===== src/rtl/huffman_pkg.sv =====
// huffman_pkg: shared constants, symbol ids, FSM state type and popcount helper
//   NSYM/CODE_W/OUT_W : table size, per-entry width (= max code length), output width
//   A1..A6            : legal symbol ids
//   state_t           : IDLE (no table), RUN (encoding), FLUSH (draining)
package huffman_pkg;
  localparam int NSYM   = 6;
  localparam int CODE_W = 8;
  localparam int OUT_W  = 8;
  localparam logic [7:0] A1 = 8'd1;
  localparam logic [7:0] A2 = 8'd2;
  localparam logic [7:0] A3 = 8'd3;
  localparam logic [7:0] A4 = 8'd4;
  localparam logic [7:0] A5 = 8'd5;
  localparam logic [7:0] A6 = 8'd6;
  typedef enum logic [1:0] {IDLE, RUN, FLUSH} state_t;
  function automatic logic [3:0] popcount(input logic [CODE_W-1:0] v);
    logic [3:0] c;
    c = '0;
    for (int i = 0; i < CODE_W; i++) c = c + {3'b0, v[i]};
    return c;
  endfunction
endpackage


===== src/rtl/huffman_bit_packer.sv =====
// huffman_bit_packer: MSB-first bit accumulator with byte emission and zero-pad
//   app_en/app_code/app_len : append the low app_len bits of app_code
//   pad_en                  : allow a partial remainder to be padded and emitted as last
//   out_valid/out_data/out_last/out_ready : output byte handshake
//   cnt                     : number of valid bits held in acc
module huffman_bit_packer
  import huffman_pkg::*;
(
  input  logic              clk,
  input  logic              reset,
  input  logic              app_en,
  input  logic [CODE_W-1:0] app_code,
  input  logic [3:0]        app_len,
  input  logic              pad_en,
  input  logic              out_ready,
  output logic              out_valid,
  output logic [OUT_W-1:0]  out_data,
  output logic              out_last,
  output logic [3:0]        cnt
);
  // acc is left-justified: valid bits occupy acc[14 -: cnt], everything below is zero,
  // so the top byte is directly the next output and padding comes for free.
  logic [14:0] acc;
  logic [14:0] app_bits;
  logic        slot_free;
  logic        emit;
  logic        pad;
  assign slot_free = !out_valid || out_ready;
  assign emit      = (cnt >= 4'd8) && slot_free;
  assign pad       = pad_en && (cnt != 4'd0) && (cnt < 4'd8) && slot_free;
  // left-justify the code to bit 14, then slide it below the bits already held
  assign app_bits  = ({app_code, 7'b0} << (4'd8 - app_len)) >> cnt;
  always_ff @(posedge clk or negedge reset)
    if (!reset) begin
      acc       <= '0;
      cnt       <= '0;
      out_valid <= 1'b0;
      out_data  <= '0;
      out_last  <= 1'b0;
    end else begin
      if (emit) begin
        acc <= acc << 8;
        cnt <= cnt - 4'd8;
      end else if (pad) begin
        acc <= '0;
        cnt <= '0;
      end else if (app_en) begin
        acc <= acc | app_bits;
        cnt <= cnt + app_len;
      end
      if (emit || pad) begin
        out_valid <= 1'b1;
        out_data  <= acc[14:7];
        out_last  <= pad;
      end else if (out_ready) begin
        out_valid <= 1'b0;
        out_last  <= 1'b0;
      end
    end
endmodule


===== src/rtl/huffman_stream_encoder.sv =====
// huffman_stream_encoder: table-driven Huffman symbol encoder producing a packed byte stream
//   code_valid/HC/M      : table load (A1 in [47:40] .. A6 in [7:0])
//   sym_valid/sym_data/sym_ready : symbol input handshake (ids 1..6)
//   flush/flush_done     : stream termination request and completion pulse
//   out_valid/out_data/out_last/out_ready : packed byte output, first code bit in bit 7
//   err_sym              : pulse after an illegal symbol is consumed
module huffman_stream_encoder
  import huffman_pkg::*;
(
  input  logic                   clk,
  input  logic                   reset,
  input  logic                   code_valid,
  input  logic [NSYM*CODE_W-1:0] HC,
  input  logic [NSYM*CODE_W-1:0] M,
  input  logic                   sym_valid,
  input  logic [7:0]             sym_data,
  output logic                   sym_ready,
  input  logic                   flush,
  output logic                   out_valid,
  output logic [7:0]             out_data,
  output logic                   out_last,
  input  logic                   out_ready,
  output logic                   flush_done,
  output logic                   err_sym
);
  state_t            state, state_n;
  logic [CODE_W-1:0] hc_t [NSYM];
  logic [CODE_W-1:0] m_t  [NSYM];
  logic [3:0]        cnt;
  logic [3:0]        len;
  logic [2:0]        idx;
  logic              in_range, legal, accept, load, done_n, last_xfer;
  assign sym_ready = (state == RUN) && (cnt < 4'd8);
  assign accept    = sym_valid && sym_ready;
  assign in_range  = (sym_data >= A1) && (sym_data <= A6);
  assign idx       = in_range ? sym_data[2:0] - 3'd1 : 3'd0;
  assign len       = popcount(m_t[idx]);
  assign legal     = in_range && (len != 4'd0);
  assign load      = code_valid && (state != FLUSH);
  assign last_xfer = out_valid && out_ready && out_last;
  huffman_bit_packer u_packer (
    .clk       (clk),
    .reset     (reset),
    .app_en    (accept && legal),
    .app_code  (hc_t[idx] & m_t[idx]),
    .app_len   (len),
    .pad_en    (state == FLUSH),
    .out_ready (out_ready),
    .out_valid (out_valid),
    .out_data  (out_data),
    .out_last  (out_last),
    .cnt       (cnt)
  );
  // FLUSH ends either when the padded last byte is taken, or when nothing is left to pad
  always_comb begin
    state_n = state;
    done_n  = 1'b0;
    if (state == IDLE && code_valid) state_n = RUN;
    else if (state == RUN && flush) state_n = FLUSH;
    else if (state == FLUSH && (last_xfer || (cnt == 4'd0 && !(out_valid && out_last)))) begin
      state_n = RUN;
      done_n  = 1'b1;
    end
  end
  always_ff @(posedge clk or negedge reset)
    if (!reset) begin
      state      <= IDLE;
      flush_done <= 1'b0;
      err_sym    <= 1'b0;
      for (int i = 0; i < NSYM; i++) begin
        hc_t[i] <= '0;
        m_t[i]  <= '0;
      end
    end else begin
      state      <= state_n;
      flush_done <= done_n;
      err_sym    <= accept && !legal;
      if (load)
        for (int i = 0; i < NSYM; i++) begin
          hc_t[i] <= HC[(NSYM-1-i)*CODE_W +: CODE_W];
          m_t[i]  <= M[(NSYM-1-i)*CODE_W +: CODE_W];
        end
    end
endmodule

===== config.mk =====
export PLATFORM = sky130hd
export DESIGN_NAME = huffman_stream_encoder
export DESIGN_NICKNAME = d
export VERILOG_FILES = /design/src/rtl/huffman_pkg.sv /design/src/rtl/huffman_bit_packer.sv /design/src/rtl/huffman_stream_encoder.sv
export SDC_FILE = /design/constraint.sdc
export NUM_CORES = 1
export LEC_CHECK = 0
export CAP_MARGIN = 10
export CELL_PAD_IN_SITES_DETAIL_PLACEMENT = 1
export CELL_PAD_IN_SITES_GLOBAL_PLACEMENT = 2
export CORE_ASPECT_RATIO = 2
export CORE_UTILIZATION = 35
export CTS_CLUSTER_DIAMETER = 80
export DETAILED_ROUTE_END_ITERATION = 16
export PLACE_DENSITY_LB_ADDON = 0.2
export REMOVE_ABC_BUFFERS = 1
export SLEW_MARGIN = 20
export SYNTH_ARGS = -nofsm -noshare
export SYNTH_HDL_FRONTEND = slang
export SYNTH_SLANG_ARGS = --single-unit
export TNS_END_PERCENT = 5

===== constraint.sdc =====
create_clock -name clk -period 6.6 [get_ports clk]
set_clock_uncertainty 0.2 [all_clocks]
set_input_delay 0.66 -clock clk [delete_from_list [all_inputs] [get_ports clk]]
set_output_delay 0.66 -clock clk [all_outputs]
set_load 0.05 [all_outputs]

==> results <==
through the flow:
step / setup TNS, ps / worst slack [ps] / hold WS (ps) / instances / instance area, um2
6_report: 0 / 199.6 / 275.7 / 1089 / 9782
5_1_grt: -10.81 / -10.81 / 294.9 / 1089 / 9782
4_1_cts: 0 / 14.12 / 282.3 / 1087 / 9687
3_5_place_dp: -7820 / -740.8 / 269.3 / 1052 / 8906
3_3_place_gp: -3789 / -430.5 / 253.4 / 1052 / 8906
2_1_floorplan: -2642 / -366.4 / 164.4 / 593 / 6783
flip-flops by register name, indices dropped and copies added, names as in the netlist:
register            flops
u_packer.out_data       8
u_packer.cnt            4
hc_t                   48
flush_done              1
err_sym                 1
state                   2
u_packer.out_last       1
u_packer.acc           15
u_packer.out_valid      1
m_t                    48
placed cells by master (no fill, tap or decap), drive strengths merged, types with 5 or more instances in the layout:
cell,count
ha,10
a21o,5
mux2i,25
dfrtp,129
and2,7
o211ai,7
o21ai,25
mux2,106
fa,5
clkdlybuf4s50,119
clkbuf,20
nor4,6
nand3,17
a21oi,23
nand2b,7
xnor2,5
nand2,70
nor2,27
inv,18
o22ai,5
o221ai,9
nor3,7
a22oi,5
clkinvlp,5
buf,81
synthesized netlist by cell type (all sizes together), types with 5 or more instances:
cell type	n	area (um2)
dfrtp	129	3228
mux2	106	1194
nand2	70	262.8
nor2	27	101.4
mux2i	25	254.0
o21ai	25	125.1
a21oi	23	118.9
buf	20	140.1
clkbuf	19	105.1
inv	17	63.81
nand3	17	90.09
ha	10	125.1
o221ai	9	78.83
and2	7	43.80
nand2b	7	43.79
nor3	7	35.03
o211ai	7	52.55
nor4	6	37.54
a21o	5	41.29
a22oi	5	37.54
fa	5	100.1
o22ai	5	31.28
xnor2	5	43.79
cell type report:
type	count	area [um2]
Timing Repair Buffer	202	1827
Sequential cell	129	3228
Tap cell	262	327.8
Clock buffer	20	466.7
Fill cell	2145	10040
Inverter	17	63.81
Multi-Input combinational cell	447	3689
Clock inverter	12	180.2
metal layers:
layer,global-route usage [%],wire (um)
met4,10.87,895
met5,0,0
met3,3.423,372
met1,21.60,7200
met2,46.28,13500
timing repair:
item                                   CTS  global route
hold buffers                             1             0
setup buffers                            2             2
endpoints found under the hold margin    6             0
setup endpoints to repair               11            11
pin swaps                                7            11
gates resized for setup                 25            18
cloned                                   0             0
worst max-delay path: stages:
cell and delay, ps:
clkdlybuf4s50_1 420, nor3_2 250, buf_4 180, o2111a_2 300, buf_4 150, nand3_2 100, a2bb2oi_4 200, fa_1 480
inv_1 60, fa_1 560, fa_1 460, ha_4 200, fa_2 580, inv_2 60, ha_4 160, nand2b_1 140
o21ai_1 90, a21oi_2 100, or3_1 330, o2bb2ai_2 150, a221o_1 200, mux2i_2 100, buf_4 170, o21a_1 180
a221oi_2 230
worst max path at each step:
stage / slack [ps] / end / from
floorplan: -370 / u_packer.acc[9] / sym_data[0]
global placement: -430 / u_packer.acc[11] / sym_data[1]
detailed placement: -740 / u_packer.acc[11] / sym_data[1]
CTS: 10 / u_packer.acc[11] / sym_data[1]
global route: -10 / u_packer.acc[11] / sym_data[4]
finish: 200 / u_packer.acc[11] / sym_data[4]
cell families after synthesis:
logic type	synth area share, %
AOI/OAI and AO/OA	13.46
and+or+nand+nor	10.77
xor gates and xnor gates	0.9970
adders and majority gates	3.205
DFF	45.93
muxes	21.24
buffers and inverters	4.397
==> results.json <==
{
  "cts_tree": "done",
  "synth_ff_type": "dfrtp_1",
  "r2r_end": "u_packer.acc[11]",
  "antenna_found_initial": 0,
  "drt_iter0_drc": 164,
  "drive_gt1_share_pct": 32.29,
  "die-width_um": 102.2,
  "synth-edff-count": 0,
  "ys_ff_latch": 129,
  "place_congestion": 0.8462,
  "portBuffers": 122,
  "cp-start-kind": "primary input",
  "area_growth_pct": 39.18,
  "worstHoldPathCells": 2,
  "root_buffer": "clkbuf_16",
  "post_drt_via_cell_ratio": 5.260,
  "clock_latency_ps": 420,
  "fin_util_pct": 49.35,
  "io_pins": 123,
  "grt_usage_pct": 23.11,
  "avgSynthCellArea_um2": 11.12,
  "fp.dieArea_um2": 20690,
  "fp.dieH_um": 202.4,
  "hold-path-endpoint": "u_packer.out_data[4]",
  "rr_startpoint": "m_t[25]",
  "grt_first_pass_wirelength_mm": 35.56,
  "synth_seq_area_share_pct": 45.93,
  "ys.warnings.count": 0,
  "hp-start": "u_packer.out_data[4]",
  "cts_max_path_buffers": 2,
  "core_um2": 19820,
  "ant_nets": 0,
  "synth_area_um2": 7028,
  "ys_types": 74,
  "outcome": "finished clean",
  "start_util_pct": 35.46,
  "end_kind": "flop",
  "cp_data_arrival_time_ps": 6520,
  "slew_headroom_pct": 35.50,
  "netlist_instances": 632,
  "routedWlPerCell_um": 20.17,
  "drc": 0,
  "slew_viol_final": 0,
  "ff2ff_path_depth": 22,
  "period_share_pct": 96.98,
  "hold_path_class": "flop to flop",
  "grt_pass1_vias": 6739,
  "hpwl_mm": 16.94,
  "post-route-min-period_ps": 6400,
  "grt_max_degree": 77,
  "drtPass1Iterations": 4,
  "diodes": 0,
  "clock-sinks": 129,
  "crit_required_ps": 6720,
  "nets": 939,
  "synth_async_sr_flop_share_pct": 100.0,
  "fmax_mhz": 156.2,
  "overflow": 0,
  "hold_viol_final": 0,
  "worst_pin_slew_ps": 967.5,
  "setup_viol": 0,
  "rrSetupSlack_ps": 980,
  "vias": 5728,
  "rows": 73,
  "cp_max_fo": 7,
  "finalWirelength_mm": 21.97,
  "path_class": "primary input to flop",
  "cts-buffers-inserted": 17,
  "path_clk_slew_ps": 50,
  "maxCapViolCount": 0,
  "h-tree-depth": 4
}
Power of run 1 is not shown: default switching activity piles up to over one toggle a cycle in this logic, so the estimate is an artifact.
